[src/rtl/ps2_host_tx.sv]
// PS/2 host-to-device transmitter: inhibit, start bit, 8 data bits LSB first, odd parity, stop, ACK.
// Optional watchdog enabled by defining PS2_HOST_TX_TIMEOUT_EN.
module ps2_host_tx #(
  parameter int INHIBIT_CYCLES = 12000,
  parameter int START_CYCLES   = 2000,
  parameter int TIMEOUT_CYCLES = 2000000
) (
  input  logic       clk,
  input  logic       rst,
  input  logic       kclk,
  input  logic       kdata,
  output logic       kclk_oe,
  output logic       kdata_oe,
  input  logic [7:0] tx_data,
  input  logic       tx_valid,
  output logic       tx_ready,
  output logic       tx_done,
  output logic       tx_err
);

  localparam int TMR_MAX_A = (INHIBIT_CYCLES > START_CYCLES) ? INHIBIT_CYCLES : START_CYCLES;
  localparam int TMR_MAX   = (TMR_MAX_A > TIMEOUT_CYCLES) ? TMR_MAX_A : TIMEOUT_CYCLES;
  localparam int TMR_W     = $clog2(TMR_MAX + 1);

  typedef enum logic [2:0] {IDLE, INHIBIT, START, SEND, ACK, WAIT_IDLE} state_t;

  function automatic logic odd_parity(input logic [7:0] d);
    return ~^d;
  endfunction

  state_t           state, state_nxt;
  logic             kclk_p0, kclk_p1, kclk_p2;
  logic             kdata_p0, kdata_p1;
  logic             fall;
  logic [7:0]       data_r;
  logic             par_r;
  logic [TMR_W-1:0] tmr;
  logic [3:0]       edge_cnt;
  logic             kdata_drv;
  logic             err_r;
  logic             inh_end, start_end, wd_exp, tmr_run, tmr_clr, send_entry;

  // Line synchronizers; p2 holds the previous synchronized kclk for edge detection.
  always_ff @(posedge clk) begin
    if (rst) begin
      kclk_p0  <= 1'b1;
      kclk_p1  <= 1'b1;
      kclk_p2  <= 1'b1;
      kdata_p0 <= 1'b1;
      kdata_p1 <= 1'b1;
    end else begin
      kclk_p0  <= kclk;
      kclk_p1  <= kclk_p0;
      kclk_p2  <= kclk_p1;
      kdata_p0 <= kdata;
      kdata_p1 <= kdata_p0;
    end
  end

  assign fall       = kclk_p2 & ~kclk_p1;
  assign inh_end    = (state == INHIBIT) && (tmr == TMR_W'(INHIBIT_CYCLES - 1));
  assign start_end  = (state == START) && (tmr == TMR_W'(START_CYCLES - 1));
  assign send_entry = (state != SEND) && (state_nxt == SEND);
  // ACK and WAIT_IDLE keep the count running so the watchdog spans the whole frame.
  assign tmr_clr    = (state_nxt != state) && !(state_nxt inside {ACK, WAIT_IDLE});

`ifdef PS2_HOST_TX_TIMEOUT_EN
  assign wd_exp  = (state inside {SEND, ACK, WAIT_IDLE}) && (tmr == TMR_W'(TIMEOUT_CYCLES));
  assign tmr_run = state inside {INHIBIT, START, SEND, ACK, WAIT_IDLE};
`else
  assign wd_exp  = 1'b0;
  assign tmr_run = state inside {INHIBIT, START};
`endif

  always_ff @(posedge clk) begin
    if (rst) state <= IDLE;
    else     state <= state_nxt;
  end

  always_comb begin
    state_nxt = state;
    case (state)
      IDLE:      if (tx_valid) state_nxt = INHIBIT;
      INHIBIT:   if (inh_end) state_nxt = START;
      START:     if (start_end) state_nxt = SEND;
      SEND:      if (fall && edge_cnt == 4'd9) state_nxt = ACK;
      ACK:       if (fall) state_nxt = WAIT_IDLE;
      WAIT_IDLE: if (kclk_p1 && kdata_p1) state_nxt = IDLE;
      default:   state_nxt = IDLE;
    endcase
    if (wd_exp) state_nxt = IDLE;
  end

  always_comb begin
    kclk_oe  = state inside {INHIBIT, START};
    kdata_oe = (state == START) || ((state == SEND) && kdata_drv && !wd_exp);
    tx_ready = (state == IDLE);
    tx_done  = ((state == WAIT_IDLE) && kclk_p1 && kdata_p1) || wd_exp;
    tx_err   = tx_done && (err_r || wd_exp);
  end

  always_ff @(posedge clk) begin
    if (state == IDLE && tx_valid) begin
      data_r <= tx_data;
      par_r  <= odd_parity(tx_data);
    end
  end

  always_ff @(posedge clk) begin
    if (rst) begin
      tmr       <= '0;
      edge_cnt  <= '0;
      kdata_drv <= 1'b0;
      err_r     <= 1'b0;
    end else begin
      if (tmr_clr)      tmr <= '0;
      else if (tmr_run) tmr <= tmr + TMR_W'(1);

      if (send_entry)                                      edge_cnt <= '0;
      else if ((state == SEND || state == ACK) && fall)    edge_cnt <= edge_cnt + 4'd1;

      // Start bit stays driven until the device clocks the first data bit.
      if (send_entry) kdata_drv <= 1'b1;
      else if (state == SEND && fall) begin
        if (edge_cnt < 4'd8)       kdata_drv <= ~data_r[edge_cnt[2:0]];
        else if (edge_cnt == 4'd8) kdata_drv <= ~par_r;
        else                       kdata_drv <= 1'b0;
      end

      if (state == ACK && fall) err_r <= kdata_p1;
    end
  end

endmodule
[config.mk]
export PLATFORM = sky130hd
export DESIGN_NAME = ps2_host_tx
export DESIGN_NICKNAME = d
export VERILOG_FILES = /design/src/rtl/ps2_host_tx.sv
export SDC_FILE = /design/constraint.sdc
export NUM_CORES = 1
export LEC_CHECK = 0
export ABC_CLOCK_PERIOD_IN_PS = 6500
export CAP_MARGIN = 30
export CELL_PAD_IN_SITES_DETAIL_PLACEMENT = 2
export CELL_PAD_IN_SITES_GLOBAL_PLACEMENT = 2
export CORE_UTILIZATION = 39
export DETAILED_ROUTE_END_ITERATION = 7
export GPL_TIMING_DRIVEN = 1
export PLACE_DENSITY_LB_ADDON = 0.1
export SLEW_MARGIN = 30
export SYNTH_ARGS = -nofsm -noshare
export SYNTH_HDL_FRONTEND = slang
export SYNTH_SLANG_ARGS = --single-unit
[constraint.sdc]
create_clock -name clk -period 6.5 [get_ports clk]
set_input_delay 0.65 -clock clk [delete_from_list [all_inputs] [get_ports clk]]
set_output_delay 0.65 -clock clk [all_outputs]
set_load 0.02 [all_outputs]
==> run_results.csv, run 1 <==
group,metric,value,unit
outcome,status,"finished, final reports clean",
sta,slew_headroom,42.9,%
final_layout,antennaDiodeCount,0,
synthesis,synth-main-ff-cell,"dfxtp_1",
sta,finalSetupViolCount,0,
route,vias,1651,
critical_path,crit_path_end_kind,"primary output",
sta,setup_ws,3.50,ns
grt,grt_pass1_vias,1758,
placement,dp_cells,301,
pwr,p_per_area,210,nW/µm²
route,top_layer,"met4",
route,drc_errors,0,
sta,hold_violations,0,
placement,numPortBuffers,17,
grt,antenna_found_initial,0,
route,drtPass1Iterations,4,
worst_hold_path,hold_class,"flop to flop",
route,wl_per_cell,17.1,µm
synthesis,synth_top_area_share,33.2,%
pwr,cellLeakagePower,0.000790,µW
grt,grtUsageTotal,20.4,%
final_layout,final_area,2430,µm²
synthesis,synth.largest_area_cell,"dfxtp_1",
final_layout,stdcell_count,309,
pwr,power,510,µW
final_layout,most-common-layout-cells,"dfxtp_1, nor2_1, clkdlybuf4s50_1",
sta,clock_skew,0.0105,ns
placement,post-place-ws,3.34,ns
clocking,postCtsSetupRepairBufs,0,
synthesis,syn_area_per_cell,9.63,µm²
die,design.core.area,5170,µm²
synthesis,syn-num-nets,236,
sta,drv_slew,0,
clocking,insertion_delay,0.30,ns
sta,post-route-min-period,3.00,ns
clocking,cts_resized,0,
clocking,clockBufferDepth,2,
clocking,cts-root-buf,"clkbuf_8",
placement,gp_congestion,0.828,
route,vias_per_cell,5.34,
die,start_util,40.8,%
route,dr_wl_met2,2740,µm
synthesis,async_flop_share,0,%
synthesis,synth_seq_cells,44,
clocking,htree_levels,2,
synthesis,syn_inst,219,
sta,fmax,333,MHz
clocking,cts_hold_buf,0,
final_layout,nets,255,
final_layout,layout_commonest_cell,"dfxtp_1",
final_layout,drive_gt1_share,9.21,%
synthesis,yosysSeqAreaShare,46.0,%
synthesis,syn_area,2110,µm²
grt,grt_max_degree,22,
critical_path,crit_arrival,2.35,ns
route,routed_wl,5290,µm
route,routedLengthMet1,2390,µm
synthesis,synth_edf_count,9,
sta,final.period_utilization,46.2,%
route,ant_nets,0,
critical_path,cp.required,5.85,ns
die,dieArea,5710,µm²
die,die_y,75.5,µm
clocking,path_clk_slew,0.09,ns
critical_path,path_max_fanout,15,
synthesis,synth_area_leaders,"dfxtp_1, edfxtp_1, xor2_1",
final_layout,area_growth,15.2,%
synthesis,ys_warn_count,0,
clocking,cts.sinks,44,
clocking,cts_tree,"done",
sta,tightestPinTransition,0.834,ns
route,wl_met3,98,µm
pwr,ir_drop,106,µV
synthesis,synthDistinctLibCells,43,
route,drtIter0Drc,62,
die,die_w,75.5,µm
sta,finalSetupTns,0,ns
placement,place_area,2340,µm²
placement,post-dp-hpwl,3930,µm
grt,grt_pass1_wl,8630,µm
die,ios,18,
sta,rsz0062_at_grt,"false",
grt,grt_overflow_total,0,
job,maxCapViolations,0,
critical_path,timing_worst_setup_path_type,"flop to primary output",
die,rows,26,
clocking,cts-buffers-inserted,5,
critical_path,crit_path_start_kind,"flop",
[cells by family (layout without fill, tap and decap cells)]
logic type	count (synthesis)	count (layout)	share of synthesized area, %
AO/OA/AOI/OAI	19	19	6.94
XOR/XNOR	30	30	12.5
adder cells (fa/ha/maj)	4	4	2.37
buffers and inverters	11	31	2.79
flip-flops	44	44	46.0
multiplexers	3	3	2.61
AND/OR/NAND/NOR	108	108	26.8
[where the power goes]
group | leakage (µW) | switching [µW] | internal, µW
logic | 0.000380 | 20.5 | 20.2
clock network | 0.0000404 | 102 | 76.2
registers | 0.000369 | 5.18 | 286
total | 0.000790 | 127 | 383
[flip-flops by register name, summed over array words and instances (netlist names)]
signal / cells
par_r: 1
kclk_p2: 1
err_r: 1
kdata_p0: 1
state: 3
kclk_p1: 1
kdata_p1: 1
tmr: 21
data_r: 8
kclk_p0: 1
kdata_drv: 1
edge_cnt: 4
[cell usage after synthesis, drive strengths merged (5+ instances only)]
cell type / instances
a21oi: 5
dfxtp: 35
edfxtp: 9
inv: 6
nand2: 13
nand2b: 5
nand3: 15
nor2: 35
nor3: 5
nor4: 5
or2: 6
xnor2: 14
xor2: 16
[path summary, 6_finish.rpt]
kind                        startpoint                   end  slack, ns  cells after the start
setup / recovery   state[0]$_SDFF_PP0_               kclk_oe       3.50                      4
hold / removal      kclk_p0$_SDFF_PP1_    kclk_p1$_SDFF_PP1_       0.42                      1
setup reg to reg  tmr[18]$_SDFFE_PP0P_  tmr[10]$_SDFFE_PP0P_       3.66                      6
hold reg to reg     kclk_p0$_SDFF_PP1_    kclk_p1$_SDFF_PP1_       0.42                      1
[through the flow]
stage	utilization, %	hold slack (ns)
global placement	45.1	0.393
finish	47.0	0.424
CTS	47.0	0.429
detailed placement	45.2	0.405
global route	47.0	0.442
floorplan	-	0.389
[layout make-up]
cell class | instances | area [µm²]
timing repair buffer | 17 | 170
tap | 70 | 87.6
multi-input combinational | 164 | 1090
inverter | 6 | 22.5
clock inverter | 3 | 23.8
clock buffer | 5 | 68.8
fill | 570 | 2740
sequential | 44 | 971
[worst max-delay path, stage by stage, from the launching register on]
cell             delay, ns
dfxtp_1               0.66
xor2_1                0.33
nand2_1               0.24
inv_1                 0.19
clkdlybuf4s50_1       0.62
[per-layer routing]
| metal | vias to the layer above | global-route usage [%] |
|---|---|---|
| met4 | 0 | 6.38 |
| met2 | 13 | 36.8 |
| met3 | 9 | 4.10 |
| li1 | 804 | - |
| met5 | - | 0 |
| met1 | 825 | 24.3 |
No activity file was read; power rests on OpenSTA's default activity.
==> run 2: changes to the inputs <==
ABC_CLOCK_PERIOD_IN_PS = 2500   (was 6500)
CORE_UTILIZATION = 33   (was 39)
clock period = 2.5 ns   (was 6.5 ns; I/O delays follow)
==> run 2 against run 1 <==
Compared with the run above: power grew to 2.6 times the previous value; worst setup slack worse by 3.5 ns; final area is 6.6% higher; register-to-register slack worse by 3.6 ns; critical path depth is 4 higher; clock-buffer cell count is 2 higher; first-iteration DRC count is 21% lower; sequential power grew to 2.6 times the previous value; global-route usage is 2.1 points lower; cell count is 5.8% higher.
==> run_results.csv, run 2 (synthesis gave the netlist of run 1 again) <==
group,metric,value,unit
outcome,status,"finished, final reports clean",
sta,clock_skew,0.00700,ns
placement,gp_congestion,0.810,
critical_path,crit_arrival,2.66,ns
placement,numPortBuffers,17,
route,drc_errors,0,
final_layout,seqCellArea,977,µm²
placement,post-dp-hpwl,4190,µm
worst_hold_path,hold_class,"flop to flop",
pwr,p_sw,322,µW
critical_path,timing_worst_setup_path_type,"flop to flop",
final_layout,multi_input_comb_area,1100,µm²
pwr,p_per_area,516,nW/µm²
route,drtIter0Drc,49,
route,wl_per_cell,17.6,µm
clocking,cts_hold_buf,0,
grt,grt_pass1_vias,1906,
die,rows,28,
sta,holdWs,0.419,ns
pwr,power,1340,µW
clocking,path_clk_slew,0.08,ns
sta,finalSetupTns,0,ns
grt,grtUsageTotal,18.3,%
sta,finalSetupViolCount,0,
grt,grt_max_degree,22,
final_layout,most-common-layout-cells,"nor2_1, dfxtp_1, clkdlybuf4s50_1",
pwr,p_int,1020,µW
die,start_util,35.0,%
critical_path,cp.required,2.70,ns
final_layout,drive_gt1_share,15.9,%
pwr,clkPwrFrac,33.3,%
sta,hold_violations,0,
final_layout,reg_top3,"tmr: 21 flops, data_r: 8 flops, edge_cnt: 4 flops",
clocking,cts-buffers-inserted,5,
sta,final.period_utilization,98.4,%
final_layout,area_growth,22.8,%
pwr,p_comb_share,10.4,%
clocking,clockBufferDepth,2,
final_layout,layout_commonest_cell,"nor2_1",
final_layout,nFillCells,664,
clocking,cts-root-buf,"clkbuf_8",
sta,post-route-min-period,2.46,ns
die,die_w,82.0,µm
pwr,switching_share,24.1,%
grt,antenna_found_initial,0,
pwr,ir_drop,184,µV
job,maxCapViolations,0,
clocking,insertion_delay,0.30,ns
grt,grt_overflow_total,0,
die,design.core.area,6030,µm²
critical_path,crit_path_end_kind,"flop",
final_layout,largest_register,"tmr",
sta,drv_slew,0,
placement,post-place-ws,0.0972,ns
route,drtPass1Iterations,4,
route,ant_nets,0,
sta,slew_headroom,47.3,%
grt,grt_pass1_wl,9110,µm
final_layout,final_core_util,43.0,%
route,routed_wl,5750,µm
clocking,htree_levels,2,
final_layout,nets,268,
final_layout,antennaDiodeCount,0,
die,dieArea,6720,µm²
pwr,cellLeakagePower,0.000882,µW
sta,tightestPinTransition,0.770,ns
clocking,cts_tree,"done",
die,die_y,82.0,µm
die,ios,18,
pwr,seq_power_share,56.4,%
critical_path,path_max_fanout,10,
sta,fmax,406,MHz
final_layout,largest_reg_flops,21,
route,vias,1705,
clocking,cts.sinks,44,
sta,setup_ws,0.0389,ns
route,vias_per_cell,5.21,
critical_path,crit_path_start_kind,"flop",
==> run 2: power groups by stage <==
| stage | clock network (µW) | registers, µW | logic, µW |
|---|---|---|---|
| 2_1_floorplan | 0 | 767 | 71.7 |
| 3_3_place_gp | 0 | 770 | 114 |
| 3_5_place_dp | 0 | 771 | 121 |
| 4_1_cts | 457 | 755 | 121 |
| 5_1_grt | 496 | 756 | 149 |
| 6_report | 445 | 754 | 139 |
==> run 2: timing repair <==
| item | CTS | global route |
|---|---|---|
| buffers inserted | 0 | 3 |
| setup endpoints to repair | 0 | 4 |
| gates resized for setup | 0 | 11 |
| endpoints found under the hold margin | 0 | 0 |
==> run 2: routing by layer <==
layer / wire length [µm] / part of all wire (%) / track usage [%]
met1: 2640 / 46 / 22.0
met2: 2950 / 51 / 32.0
met3: 130 / 2.3 / 4.44
met4: 38 / 0.66 / 5.09
met5: 0 / 0 / 0
==> run 2: stage by stage <==
stage	instance area (µm²)	cells
2_1_floorplan	2110	219
3_3_place_gp	2410	314
3_5_place_dp	2410	314
4_1_cts	2490	322
5_1_grt	2590	327
6_report	2590	327
==> run 2: layout make-up <==
| cell class | count | area share (%) |
|---|---|---|
| repair buffers | 30 | 12.3 |
| well taps | 75 | 3.62 |
| clock inverters | 1 | 0.193 |
| inverters | 6 | 0.869 |
| multi-input cells | 164 | 42.3 |
| clock buffers | 7 | 2.95 |
| flip-flops and latches | 44 | 37.7 |
==> run 2: worst paths after layout <==
path | start | endpoint | slack [ns] | cells after the start
setup / recovery | tmr[14]$_SDFFE_PP0P_ | tmr[16]$_SDFFE_PP0P_ | 0.04 | 8
hold / removal | kclk_p0$_SDFF_PP1_ | kclk_p1$_SDFF_PP1_ | 0.42 | 1
setup reg to reg | tmr[14]$_SDFFE_PP0P_ | tmr[16]$_SDFFE_PP0P_ | 0.04 | 8
hold reg to reg | kclk_p0$_SDFF_PP1_ | kclk_p1$_SDFF_PP1_ | 0.42 | 1
==> run 2: worst max-delay path: stages (launching register included) <==
cell	delay (ns)
dfxtp_2	0.34
or4_4	0.53
or4_4	0.57
o21ai_2	0.12
o21ba_2	0.18
o31ai_4	0.23
buf_6	0.17
clkbuf_16	0.16
nor2_1	0.05
==> run 3: changes to the inputs <==
PLACE_DENSITY_LB_ADDON = 0.2   (was 0.1)
==> run 3 against run 2 <==
Compared with the run above: die area stayed put; power is 12% higher; clock-buffer cell count stayed put; fmax is 3.1% higher; non-clock buffer count stayed put; global-route usage is 0.62 points lower; cell count stayed put; sequential cell count stayed put; sequential power hardly changed; final area is 0.53% lower; wire length is 8.4% lower; largest cell class unchanged.
==> run_results.csv, run 3 (synthesis gave the netlist of run 1 again) <==
group,metric,value,unit
clocking,postCtsSetupRepairBufs,0,
critical_path,cp.depth,7,
sta,fmax,419,MHz
clocking,insertion_delay,0.30,ns
sta,rsz0062_at_grt,"false",
critical_path,crit_family,"simple AND/OR/NAND/NOR gates",
grt,antenna_found_initial,0,
route,ant_nets,0,
worst_hold_path,hold_class,"flop to flop",
pwr,switching_share,21.9,%
pwr,cellLeakagePower,0.000901,µW
critical_path,path_max_fanout,21,
clocking,path_clk_slew,0.09,ns
route,drc_errors,0,
critical_path,crit_path_end_kind,"flop",
clocking,cts_hold_buf,0,
sta,tightestPinTransition,0.746,ns
clocking,cts_tree,"done",
clocking,cts.sinks,44,
grt,grt_pass1_wl,8820,µm
route,wl_per_cell,16.1,µm
placement,numPortBuffers,17,
outcome,status,"finished, final reports clean",
pwr,seq_power_share,50.5,%
critical_path,crit_chain,"or4_1 > or4_4 > nor2_2 > a2111oi_0 > o31ai_4 > buf_12 > nor3_1",
pwr,p_comb_share,8.0,%
die,rows,28,
critical_path,crit_arrival,2.56,ns
clocking,cts-root-buf,"clkbuf_8",
sta,finalSetupTns,0,ns
die,dieArea,6720,µm²
clocking,cts_resized,0,
sta,slew_headroom,49.0,%
die,die_y,82.0,µm
grt,grt_pass1_vias,1758,
route,vias,1678,
final_layout,antennaDiodeCount,0,
final_layout,largest_reg_flops,21,
pwr,p_sw,326,µW
final_layout,largest_register,"tmr",
sta,holdWs,0.418,ns
final_layout,area_growth,22.2,%
final_layout,most-common-layout-cells,"dfxtp_1, nor2_1, xor2_1, clkdlybuf4s50_1, nand3_1",
die,design.core.area,6030,µm²
route,routed_wl,5270,µm
clocking,clockBufferDepth,2,
sta,post-route-min-period,2.39,ns
critical_path,crit_path_top_delay_cell,"or4_4",
pwr,p_int,1170,µW
worst_hold_path,holdPathStages,1,
clocking,cts-buffers-inserted,5,
sta,final.period_utilization,95.5,%
die,die_w,82.0,µm
grt,grt_overflow_total,0,
final_layout,reg_top3,"tmr: 21 flops, data_r: 8 flops, edge_cnt: 4 flops",
placement,post-dp-hpwl,3930,µm
critical_path,crit_path_start_kind,"flop",
critical_path,crit_buf_inv,1,
die,ios,18,
job,maxCapViolations,0,
clocking,htree_levels,2,
pwr,p_per_area,579,nW/µm²
sta,finalSetupViolCount,0,
route,drtIter0Drc,44,
sta,drv_slew,0,
route,drtPass1Iterations,4,
critical_path,reg2regPathDepth,7,
grt,grt_max_degree,22,
final_layout,layout_commonest_cell,"dfxtp_1",
sta,hold_violations,0,
route,vias_per_cell,5.13,
grt,grtUsageTotal,17.7,%
final_layout,nFillCells,669,
critical_path,slowest_delay,0.57,ns
critical_path,cp.required,2.67,ns
placement,gp_congestion,0.715,
final_layout,drive_gt1_share,13.1,%
die,start_util,35.0,%
sta,clock_skew,0.00759,ns
critical_path,timing_worst_setup_path_type,"flop to flop",
pwr,ir_drop,227,µV
pwr,clkPwrFrac,41.5,%
final_layout,nets,268,
==> run 3: layer usage <==
| layer | vias up | wire length [µm] | GRT usage, % |
|---|---|---|---|
| li1 | 830 | - | - |
| met1 | 824 | 2490 | 22.4 |
| met2 | 18 | 2610 | 30.1 |
| met3 | 6 | 108 | 3.67 |
| met4 | 0 | 59 | 4.74 |
| met5 | - | 0 | 0 |
==> run 3: power by group through the flow <==
stage	Clock, µW	Sequential [µW]	Combinational (µW)
global placement	0	770	117
detailed placement	0	771	122
floorplan	0	767	71.7
CTS	633	755	123
global route	656	756	130
finish	619	754	119
==> run 3: worst paths after layout <==
kind	startpoint	to	slack, ns
setup / recovery	tmr[18]$_SDFFE_PP0P_	tmr[10]$_SDFFE_PP0P_	0.11
hold / removal	kclk_p0$_SDFF_PP1_	kclk_p1$_SDFF_PP1_	0.42
setup reg to reg	tmr[18]$_SDFFE_PP0P_	tmr[10]$_SDFFE_PP0P_	0.11
hold reg to reg	kclk_p0$_SDFF_PP1_	kclk_p1$_SDFF_PP1_	0.42
==> run 3: worst register-to-register path, stage by stage, from the launching register on <==
cell and delay [ns]:
dfxtp_1 0.35, or4_1 0.53, or4_4 0.57, nor2_2 0.15, a2111oi_0 0.12, o31ai_4 0.29, buf_12 0.19, nor3_1 0.07
==> run 3: metrics by stage <==
stage	total power [µW]	instance area, µm²	utilization [%]	setup WS, ns	cells
finish	1490	2580	42.8	0.113	327
global route	1540	2580	42.8	0.0184	327
CTS	1510	2570	42.7	0.0586	327
detailed placement	894	2450	40.6	0.109	319
global placement	887	2450	40.6	0.174	319
floorplan	838	2110	-	0.247	219
==> run 3: cell type report <==
cell class | count | area (µm²) | area share, %
multi-input combinational | 164 | 1080 | 41.9
clock inverter | 1 | 30.0 | 1.17
timing repair buffer | 30 | 283 | 11.0
inverter | 6 | 22.5 | 0.874
clock buffer | 7 | 97.6 | 3.79
sequential | 44 | 971 | 37.7
tap | 75 | 93.8 | 3.64
